===== src/rtl/model_pu_scheduler.sv =====
// -----------------------------------------------------------------------------
// model_pu_scheduler
//
// Shares one processing unit (PU) between REQUESTERS clients using round-robin
// arbitration. The owner gets LENGTH_IN PU steps. Each step is a one-cycle
// PU_START pulse followed by a wait for PU_READY. After the last step the owner
// receives a one-cycle DONE pulse.
//
// Ports:
//   CLK        : clock, all state changes on the rising edge
//   RST        : asynchronous active-low reset
//   REQ        : per-requester request level
//   LENGTH_IN  : number of PU steps, sampled when a grant is made
//   GRANT      : one-hot PU owner, all zero when idle
//   DONE       : one-cycle completion pulse to the owner
//   BUSY       : high whenever the scheduler is not idle
//   STEP_OUT   : 0-based index of the step in progress
//   PU_START   : one-cycle start pulse to the PU
//   PU_READY   : PU step-complete indication
//
// Every output is driven directly by a flop.
// -----------------------------------------------------------------------------
module model_pu_scheduler #(
    parameter int CONTROL_SIZE = 64,
    parameter int REQUESTERS   = 4
) (
    input  logic                    CLK,
    input  logic                    RST,
    input  logic [REQUESTERS-1:0]   REQ,
    input  logic [CONTROL_SIZE-1:0] LENGTH_IN,
    output logic [REQUESTERS-1:0]   GRANT,
    output logic [REQUESTERS-1:0]   DONE,
    output logic                    BUSY,
    output logic [CONTROL_SIZE-1:0] STEP_OUT,
    output logic                    PU_START,
    input  logic                    PU_READY
);

    localparam int IDX_W = (REQUESTERS > 1) ? $clog2(REQUESTERS) : 1;
    // Wide enough to hold ptr + offset (at most 2*REQUESTERS-1) before the
    // modulo wrap.
    localparam int SUM_W = IDX_W + 1;

    typedef enum logic [1:0] {
        IDLE        = 2'd0,
        START_STATE = 2'd1,
        WAIT_STATE  = 2'd2,
        DONE_STATE  = 2'd3
    } state_t;

    state_t                  state_q, state_d;
    logic [IDX_W-1:0]        ptr_q, ptr_d;
    logic [IDX_W-1:0]        owner_q, owner_d;
    logic [CONTROL_SIZE-1:0] len_q, len_d;
    logic [CONTROL_SIZE-1:0] step_q, step_d;
    logic [REQUESTERS-1:0]   grant_q, grant_d;
    logic [REQUESTERS-1:0]   done_q, done_d;
    logic                    busy_q, busy_d;
    logic                    pu_start_q, pu_start_d;

    // -------------------------------------------------------------------------
    // Round-robin arbitration
    // -------------------------------------------------------------------------
    // Candidate gi is the requester at distance gi+1 above the pointer, with
    // wrap-around. The lowest-numbered candidate that is requesting wins. This
    // makes the most recent owner (the pointer) the lowest priority.
    logic [REQUESTERS-1:0][IDX_W-1:0] cand_idx;
    logic [REQUESTERS-1:0]            cand_req;
    logic                             win_valid;
    logic [IDX_W-1:0]                 win_idx;

    generate
        for (genvar gi = 0; gi < REQUESTERS; gi++) begin : g_cand
            logic [SUM_W-1:0] sum_raw;

            assign sum_raw      = {1'b0, ptr_q} + SUM_W'(gi + 1);
            assign cand_idx[gi] = (sum_raw >= SUM_W'(REQUESTERS))
                                ? IDX_W'(sum_raw - SUM_W'(REQUESTERS))
                                : IDX_W'(sum_raw);
            assign cand_req[gi] = REQ[cand_idx[gi]];
        end
    endgenerate

    always_comb begin
        win_valid = 1'b0;
        win_idx   = '0;
        // Walk downward so that the nearest candidate is the last one written.
        for (int i = REQUESTERS - 1; i >= 0; i--) begin
            if (cand_req[i]) begin
                win_valid = 1'b1;
                win_idx   = cand_idx[i];
            end
        end
    end

    // -------------------------------------------------------------------------
    // Next-state and output logic
    // -------------------------------------------------------------------------
    always_comb begin
        state_d    = state_q;
        ptr_d      = ptr_q;
        owner_d    = owner_q;
        len_d      = len_q;
        step_d     = step_q;
        grant_d    = grant_q;
        done_d     = '0;
        pu_start_d = 1'b0;

        case (state_q)
            IDLE: begin
                if (win_valid) begin
                    owner_d = win_idx;
                    len_d   = LENGTH_IN;
                    step_d  = '0;
                    grant_d = REQUESTERS'(1) << win_idx;
                    if (LENGTH_IN == '0) begin
                        // A zero-length job completes without touching the PU.
                        // GRANT and DONE are asserted together for one cycle.
                        state_d = DONE_STATE;
                        done_d  = REQUESTERS'(1) << win_idx;
                        ptr_d   = win_idx;
                    end else begin
                        state_d    = START_STATE;
                        pu_start_d = 1'b1;
                    end
                end
            end

            START_STATE: begin
                // PU_READY is deliberately not looked at here. A READY that
                // arrives in the same cycle as START belongs to no step.
                state_d = WAIT_STATE;
            end

            WAIT_STATE: begin
                if (PU_READY) begin
                    // len_q is nonzero here, so len_q - 1 cannot wrap. This
                    // check also means STEP_OUT stops at the last index and
                    // never wraps, even for the maximum length.
                    if (step_q == len_q - CONTROL_SIZE'(1)) begin
                        state_d = DONE_STATE;
                        done_d  = grant_q;
                        ptr_d   = owner_q;
                    end else begin
                        step_d     = step_q + CONTROL_SIZE'(1);
                        state_d    = START_STATE;
                        pu_start_d = 1'b1;
                    end
                end
            end

            DONE_STATE: begin
                state_d = IDLE;
                grant_d = '0;
                step_d  = '0;
            end

            default: begin
                state_d = IDLE;
                grant_d = '0;
                step_d  = '0;
            end
        endcase

        busy_d = (state_d != IDLE);
    end

    // -------------------------------------------------------------------------
    // State registers
    // -------------------------------------------------------------------------
    always_ff @(posedge CLK or negedge RST) begin
        if (!RST) begin
            state_q    <= IDLE;
            // Pointer starts at the top requester, so requester 0 is first.
            ptr_q      <= IDX_W'(REQUESTERS - 1);
            owner_q    <= '0;
            len_q      <= '0;
            step_q     <= '0;
            grant_q    <= '0;
            done_q     <= '0;
            busy_q     <= 1'b0;
            pu_start_q <= 1'b0;
        end else begin
            state_q    <= state_d;
            ptr_q      <= ptr_d;
            owner_q    <= owner_d;
            len_q      <= len_d;
            step_q     <= step_d;
            grant_q    <= grant_d;
            done_q     <= done_d;
            busy_q     <= busy_d;
            pu_start_q <= pu_start_d;
        end
    end

    assign GRANT    = grant_q;
    assign DONE     = done_q;
    assign BUSY     = busy_q;
    assign STEP_OUT = step_q;
    assign PU_START = pu_start_q;

endmodule


===== config.mk =====
export PLATFORM = sky130hd
export DESIGN_NAME = model_pu_scheduler
export DESIGN_NICKNAME = d
export VERILOG_FILES = /design/src/rtl/model_pu_scheduler.sv
export SDC_FILE = /design/constraint.sdc
export NUM_CORES = 1
export LEC_CHECK = 0
export ABC_AREA = 0
export CAP_MARGIN = 0
export CORE_MARGIN = 5
export CORE_UTILIZATION = 40
export DETAILED_ROUTE_END_ITERATION = 16
export GPL_TIMING_DRIVEN = 0
export PLACE_DENSITY_LB_ADDON = 0.05
export SYNTH_ARGS = -nofsm -noshare
export SYNTH_HDL_FRONTEND = slang
export SYNTH_SLANG_ARGS = --single-unit
export TNS_END_PERCENT = 1

===== constraint.sdc =====
create_clock -name CLK -period 12.15 [get_ports CLK]
set_clock_uncertainty 0.05 [all_clocks]
set_input_delay 1.8225 -clock CLK [delete_from_list [all_inputs] [get_ports CLK]]
set_output_delay 1.8225 -clock CLK [all_outputs]
set_load 0.03 [all_outputs]

# Word-level counts from Yosys, hierarchy flattened
# Cells that the tools add are included.
dict set report word_totals {
  elab_cells 93
  reg_bits 144
  out_inout_bits 74
  in_bits 71
}
dict set report classes {
  n_shift 1
  muxes 46
  n_eq_ne 9
  magnitude_cmp 8
  n_reduce_logical 10
  add_sub_neg 10
}
# operator count
set ops {}
lappend ops {{2-to-1 mux 64 bit} 3}
lappend ops {{case mux 64 bit (3 select lines)} 1}
lappend ops {{adder 64 x 1 -> 64 bit, second input constant} 1}
lappend ops {{== test 64 bit} 1}
lappend ops {{logical NOT 64 bit} 1}
lappend ops {{subtractor 64 x 1 -> 64 bit, second input constant} 1}
lappend ops {{2-to-1 mux 2 bit} 16}
lappend ops {{2-to-1 mux 4 bit} 5}
lappend ops {{case mux 4 bit (2 select lines)} 2}
lappend ops {{>= comparator 3 bit, second input constant} 4}
lappend ops {{less-than comparator 2 x 3 -> 1 bit, second input constant} 4}
lappend ops {{2-to-1 mux 1 bit} 12}
lappend ops {{!= test 2 bit, second input constant} 5}
lappend ops {{binary-select mux 1 bit (select 2 bit)} 4}
lappend ops {{case mux 2 bit (4 select lines)} 1}
lappend ops {{subtractor 2 x 1 -> 2 bit, second input constant} 4}
lappend ops {{adder 2 x 2 -> 3 bit, second input constant} 2}
lappend ops {{nonzero test 2 bit} 3}
lappend ops {{AND reduction 5 bit} 1}
lappend ops {{== test 2 bit, second input constant} 2}
lappend ops {{case mux 2 bit (2 select lines)} 1}
lappend ops {{AND reduction 2 bit} 2}
lappend ops {{AND reduction 4 bit} 1}
lappend ops {{left shift 1 x 2 -> 4 bit, first input constant} 1}
lappend ops {{other kinds (6)} 6}

# Depth between registers and ports, before layout
# Gate-level depths: netlist of the first run.
dict set report logic_depth {
  ltp_word 13
  depth_mapped 14
  depth_no_buf 12
}

# Least setup slack after synthesis of the first run
# Ideal clock, no wire load.
dict set report synth_timing {
  kind {register -> register}
  start {reg len_q[0]}
  end {reg step_q[35], in the netlist STEP_OUT[35]}
  synth_period_minus_slack_ns 3.872
  setup_time_ns 0.119
  path_slack_ns 8.278
  stages_incl_launch_ff 15
  n_path_buf 2
  arrival_ns 3.704
  required_ns 11.981
  path_cell_list {dfrtp_1 inv_1 ha_1 nor3b_4 nand4_2 or4_4 or4_1 a211oi_1 o2111ai_1 nor4_4 and4_1 buf_2 buf_6 nor4_1 o21a_1}
}
dict set report synth_via {
  elab_chain_len 4
}
# item line
set synth_lines {}
lappend synth_lines {{start, declared} 54} ;# logic [CONTROL_SIZE-1:0] len_q, len_d;
lappend synth_lines {{start signal, assigned} 187} ;# len_q <= len_d;
lappend synth_lines {{subtractor 64 x 1 -> 64 bit} 140} ;# if (step_q == len_q - CONTROL_SIZE'(1)) begin
lappend synth_lines {{== test 64 bit} 140}
lappend synth_lines {{!= test 2 bit (no line)} n/a}
lappend synth_lines {{AND reduction 4 bit (no line)} n/a}
lappend synth_lines {{end signal, assigned} 188} ;# step_q <= step_d;
lappend synth_lines {{end, declared} 55} ;# logic [CONTROL_SIZE-1:0] step_q, step_d;
# No other way between the ends.
# A chain may end at the register's enable or synchronous reset.

# Worst setup path after layout of the first run
dict set report layout_timing {
  start {reg len_q[17]}
  end {reg step_q[25], in the netlist STEP_OUT[25]}
}
# The elaborated chain is that of the path after synthesis.

==> results.sh, run 1 <==
export IMPL_status="finished clean"
export IMPL_final_cell_mix="clkdlybuf4s50_1, dfrtp_1, nor2_1"
export IMPL_port_buffers=144
export IMPL_rsz0062_at_grt="false"
export IMPL_syn_mean_instance_area_um2=8.91
export IMPL_fin_crit_sh_pct=43.7
export IMPL_drt_antenna_violating_nets=0
export IMPL_grt_pass1_vias=9637
export IMPL_crit_start="len_q[17]"
export IMPL_r2r_start="len_q[17]"
export IMPL_wl_um=38400
export IMPL_vias_per_cell=6.11
export IMPL_reg2regPathDepth=11
export IMPL_io_pins=145
export IMPL_power_share_sequential_pct=30.6
export IMPL_rrSetupSlack_ps=6840
export IMPL_final_nets=1379
export IMPL_gr_usage_all_layers_pct=26.6
export IMPL_p_leak_nw=4.82
export IMPL_cts_buffers_inserted=17
export IMPL_vias=10100
export IMPL_fill_cells=2442
export IMPL_ctsHtreeMaxLevel=4
export IMPL_worstPathMaxFanout=8
export IMPL_die_area_um2=28600
export IMPL_drt_iter0_drc=833
export IMPL_clockBufferDepth=2
export IMPL_initial_core_util_pct=40.4
export IMPL_p_sw_mw=1.23
export IMPL_core_area_um2=25100
export IMPL_utilization_pct=50.4
export IMPL_drc=0
export IMPL_placementRows=58
export IMPL_setup_viol=0
export IMPL_clock_latency_ps=440
export IMPL_grt_overflow_total=0
export IMPL_antenna_cells=0
export IMPL_startpoint_type="flip-flop"
export IMPL_antenna_found_initial=0
export IMPL_max_cap_viol_count=0
export IMPL_crit_end="STEP_OUT[25]"
export IMPL_cts_resized=0
export IMPL_required_ps=12420
export IMPL_async_reset_ff_share_pct=100
export IMPL_post_cts_buffers=0
export IMPL_relSlewSlack_pct=25.3
export IMPL_critPathArrivalTime_ps=5590
export IMPL_routedWlPerCell_um=23.4
export IMPL_setup_tns_ps=0
export IMPL_p_comb_share_pct=48.4
export IMPL_cts_root_buf="clkbuf_16"
export IMPL_tightest_slew_ps=1110
export IMPL_die_w_um=169
export IMPL_r2r_end="STEP_OUT[25]"
export IMPL_p_per_area_nw_per_um2=210
export IMPL_final_common_cell="clkdlybuf4s50_1"
export IMPL_crit_type="flip-flop to flip-flop"
export IMPL_ir_worst_vdd_uv=111
export IMPL_gp_congestion=0.908
export IMPL_drive_gt1_share_pct=11.8
export IMPL_grt_first_pass_wirelength_um=59100
export IMPL_synth_ff_type="dfrtp_1"
export IMPL_synth_nets=1214
export IMPL_synthCells=1138
export IMPL_end_kind="flip-flop"
export IMPL_dp_hpwl_um=30000
export IMPL_timing_hold_violations_final=0
export IMPL_cts_tree="built"
export IMPL_worstHoldPathType="flip-flop to flip-flop"
export IMPL_p_clk_share_pct=21.1
export IMPL_die_h_um=169
export IMPL_hold_buffers=0
export IMPL_hold_depth=2
export IMPL_area_growth_pct=24.7
export IMPL_intPower_mw=1.42
export IMPL_synth_edf_count=0
export IMPL_ys_ff_latch=144
export IMPL_dr_pass1_iters=5
export IMPL_period_needed_ps=5310
export IMPL_fmax_ghz=0.188
export IMPL_slew_viol_final=0
export IMPL_yosysUniqueCellTypes=78
export IMPL_yosysWarnings=0
export IMPL_grt_max_degree=74
export IMPL_clkTransAtPathRegs_ps=70
export IMPL_swShare_pct=46.6
export IMPL_cts_sinks=144
export IMPL_ys_seq_area_share_pct=35.6
export IMPL_synth_area_um2=10100
==> final cells by class <==
type | count | area (µm²) | share of cell area, %
Multi-Input combinational cell | 919 | 6210 | 49.1
Sequential cell | 144 | 3610 | 28.5
Timing Repair Buffer | 146 | 1480 | 11.7
Clock buffer | 20 | 457 | 3.61
Tap cell | 330 | 413 | 3.27
Buffer | 58 | 265 | 2.10
Clock inverter | 12 | 148 | 1.17
Inverter | 17 | 63.8 | 0.505
==> through the flow <==
step                      total power [mW]  setup slack (ps)  std cells  instance area (µm²)  hold WS [ps]
after CTS                             2.64              6970       1646                12600           446
final                                 2.65              6840       1646                12600           448
after global routing                  2.81              6490       1646                12600           494
after global placement                2.06              2950       1612                12000           415
after floorplan                       1.64              8280       1138                10100           393
after detailed placement              2.08              6840       1614                12000           429
==> synthesized netlist by cell type, types with 13 or more instances <==
master / number / area share (%)
nand2_1: 85 / 3.1
nand2b_1: 16 / 0.99
xnor2_1: 52 / 4.5
buf_2: 13 / 0.64
nor2_1: 96 / 3.6
and3_1: 35 / 2.2
nand4_1: 48 / 3.0
mux2_2: 68 / 7.6
or3_1: 16 / 0.99
nor3_1: 41 / 2.0
nor4_1: 60 / 3.7
dfrtp_1: 142 / 35
a21oi_1: 55 / 2.7
a31o_1: 27 / 2.3
a31oi_1: 13 / 0.80
clkbuf_1: 38 / 1.4
inv_1: 17 / 0.63
nand3_1: 53 / 2.6
xor2_1: 28 / 2.4
or4_1: 19 / 1.4
mux2i_1: 15 / 1.5
and4_1: 14 / 1.2
o21ai_0: 21 / 1.0
==> metal layers <==
metal	track usage, %	vias to the layer above	part of all wire, %
met3	3.56	52	5.6
li1	-	4667	-
met4	8.23	0	2.7
met2	42.1	374	46
met5	0	-	0
met1	37.9	4965	46
==> worst max-delay path, cell delays in order (launching register included) <==
cell       delay (ps)
dfrtp_1           470
nor4_1            970
nand3_1           430
nor3_1            810
o2111ai_1         210
o2bb2ai_1         260
or2_2             320
a2111oi_0         710
and3_1            260
clkbuf_1          320
nor2_1            150
a31o_1            230
==> cell families (layout without fill, tap and decap cells) <==
family	after synthesis	count (layout)	share of synthesized area [%]
and+or+nand+nor	543	543	30.4
AOI/OAI and AO/OA	208	208	14.2
DFF	144	144	35.6
muxes	83	83	9.03
xor gates and xnor gates	80	80	6.91
buffers and inverters	75	253	3.24
adders and majority gates	5	5	0.617
==> state kept, by name (all words and copies together), names as in the netlist <==
register / flops
ptr_q: 2
owner_q: 2
BUSY: 1
PU_START: 1
state_q: 2
GRANT: 4
DONE: 4
len_q: 64
STEP_OUT: 64
==> power by group through the flow <==
stage                     registers (mW)  clock network [mW]  logic (mW)
after global placement             0.818                   0        1.25
after detailed placement           0.819                   0        1.26
after CTS                          0.810               0.566        1.26
after global routing               0.829               0.586        1.39
final                              0.811               0.558        1.28
after floorplan                    0.765                   0       0.874
==> worst min-delay path by stage <==
stage | from | endpoint | slack, ps
global placement | owner_q[1] | owner_q[1] | 420
detailed placement | owner_q[1] | owner_q[1] | 430
CTS | owner_q[1] | owner_q[1] | 450
finish | owner_q[1] | owner_q[1] | 450
global route | GRANT[0] | DONE[0] | 490
floorplan | owner_q[1] | owner_q[1] | 390
(Power assumes the default switching activity.)
==> inputs of run 2 (changes only) <==
clock period = 5.5 ns   (was 12.15 ns; I/O delays follow)
==> results.sh, run 2 (synthesis gave the netlist of run 1 again) <==
export IMPL_cts_root_buf="clkbuf_16"
export IMPL_final_common_cell="clkdlybuf4s50_1"
export IMPL_drt_iter0_drc=867
export IMPL_placementRows=58
export IMPL_setup_viol=0
export IMPL_slew_viol_final=0
export IMPL_required_ps=5770
export IMPL_fill_cells=2440
export IMPL_ir_worst_vdd_uv=242
export IMPL_fin_crit_sh_pct=94.3
export IMPL_drive_gt1_share_pct=11.9
export IMPL_die_area_um2=28600
export IMPL_period_needed_ps=5190
export IMPL_die_w_um=169
export IMPL_grt_overflow_total=0
export IMPL_grt_first_pass_wirelength_um=59100
export IMPL_core_area_um2=25100
export IMPL_place_area_um2=12000
export IMPL_worstHoldPathType="primary input to async pin"
export IMPL_fmax_ghz=0.193
export IMPL_tightest_slew_ps=1060
export IMPL_crit_type="flip-flop to flip-flop"
export IMPL_antenna_found_initial=0
export IMPL_vias_per_cell=6.12
export IMPL_clkTransAtPathRegs_ps=80
export IMPL_utilization_pct=50.4
export IMPL_vias=10100
export IMPL_initial_core_util_pct=40.4
export IMPL_port_buffers=144
export IMPL_setup_tns_ps=0
export IMPL_die_h_um=169
export IMPL_area_growth_pct=24.7
export IMPL_cts_sinks=144
export IMPL_grt_max_degree=74
export IMPL_drt_antenna_violating_nets=0
export IMPL_rsz0062_at_grt="false"
export IMPL_cp_num_buf_inv=2
export IMPL_p_leak_nw=4.82
export IMPL_dp_cells=1614
export IMPL_regArea_um2=3610
export IMPL_gp_congestion=0.908
export IMPL_cts_buffers_inserted=17
export IMPL_startpoint_type="flip-flop"
export IMPL_dr_pass1_iters=5
export IMPL_drc=0
export IMPL_finalPower_mw=5.86
export IMPL_path_common_cell="nor4b_1"
export IMPL_gr_usage_all_layers_pct=26.6
export IMPL_grt_pass1_vias=9637
export IMPL_cts_tree="built"
export IMPL_relSlewSlack_pct=28.5
export IMPL_clockBufferDepth=2
export IMPL_clock_latency_ps=440
export IMPL_timing_hold_violations_final=0
export IMPL_max_stage_delay_ps=1020
export IMPL_end_kind="flip-flop"
export IMPL_dp_hpwl_um=30000
export IMPL_antenna_cells=0
export IMPL_slowest_stage="nor4_1"
export IMPL_status="finished clean"
export IMPL_critPathArrivalTime_ps=5460
export IMPL_design_area_um2=12600
export IMPL_io_pins=145
export IMPL_crit_family="simple AND/OR/NAND/NOR gates"
export IMPL_crit_chain="inv_1 -> ha_1 -> nor4b_1 -> nand4_1 -> nor4_1 -> a21oi_1 -> nor4b_1 -> nand2_1 -> a2111oi_0 -> and3_1 -> clkbuf_1 -> nor2_1 -> a31o_1"
export IMPL_wl_um=38400
export IMPL_stdcell_count=1646
export IMPL_routedWlPerCell_um=23.4
export IMPL_final_cell_mix="clkdlybuf4s50_1, dfrtp_1, nor2_1"
export IMPL_final_nets=1379
export IMPL_max_cap_viol_count=0
export IMPL_post_cts_buffers=0
export IMPL_multi_input_area_um2=6220
export IMPL_p_per_area_nw_per_um2=463
export IMPL_worstPathMaxFanout=7
export IMPL_ctsHtreeMaxLevel=4
run 2: metrics by stage:
stage	setup slack, ps	hold WS (ps)
floorplan	1630	393
global placement	-2700	415
detailed placement	332	429
CTS	323	382
global route	27.7	416
finish	314	344
run 2: path summary, 6_finish.rpt:
path	startpoint	to	slack, ps	depth (start not counted)
worst max-delay path	len_q[0]	STEP_OUT[25]	310	13
worst min-delay path	RST	STEP_OUT[4]	340	1
worst max register to register	len_q[0]	STEP_OUT[25]	310	13
worst min register to register	owner_q[1]	owner_q[1]	440	2
max in group asynchronous	RST	ptr_q[1]	4210	2
min in group CLK	owner_q[1]	owner_q[1]	440	2
run 2: timing repair:
action / 4_1_cts / 5_1_grt
hold buffers: 0 / 0
gates resized for setup: 0 / 1
setup endpoints to repair: 0 / 7
run 2: cell type report:
type | instances | share of cell area, %
Buffer | 58 | 2.10
Timing Repair Buffer | 146 | 11.7
Inverter | 17 | 0.504
Multi-Input combinational cell | 919 | 49.2
Sequential cell | 144 | 28.5
Clock buffer | 20 | 3.61
Tap cell | 330 | 3.26
Clock inverter | 12 | 1.17
run 2: report_power, final:
group | switching (mW) | internal [mW] | total [mW]
clock | 0.525 | 0.706 | 1.23
combinational | 1.76 | 1.07 | 2.83
sequential | 0.443 | 1.35 | 1.80
total | 2.73 | 3.13 | 5.86
run 2: routing by layer:
layer  vias up  part of all wire (%)  GRT usage (%)
li1       4664                     -              -
met1      4968                    46           37.9
met2       386                    46           42.1
met3        59                   5.5           3.56
met4         0                   2.6           8.23
met5         -                     0              0
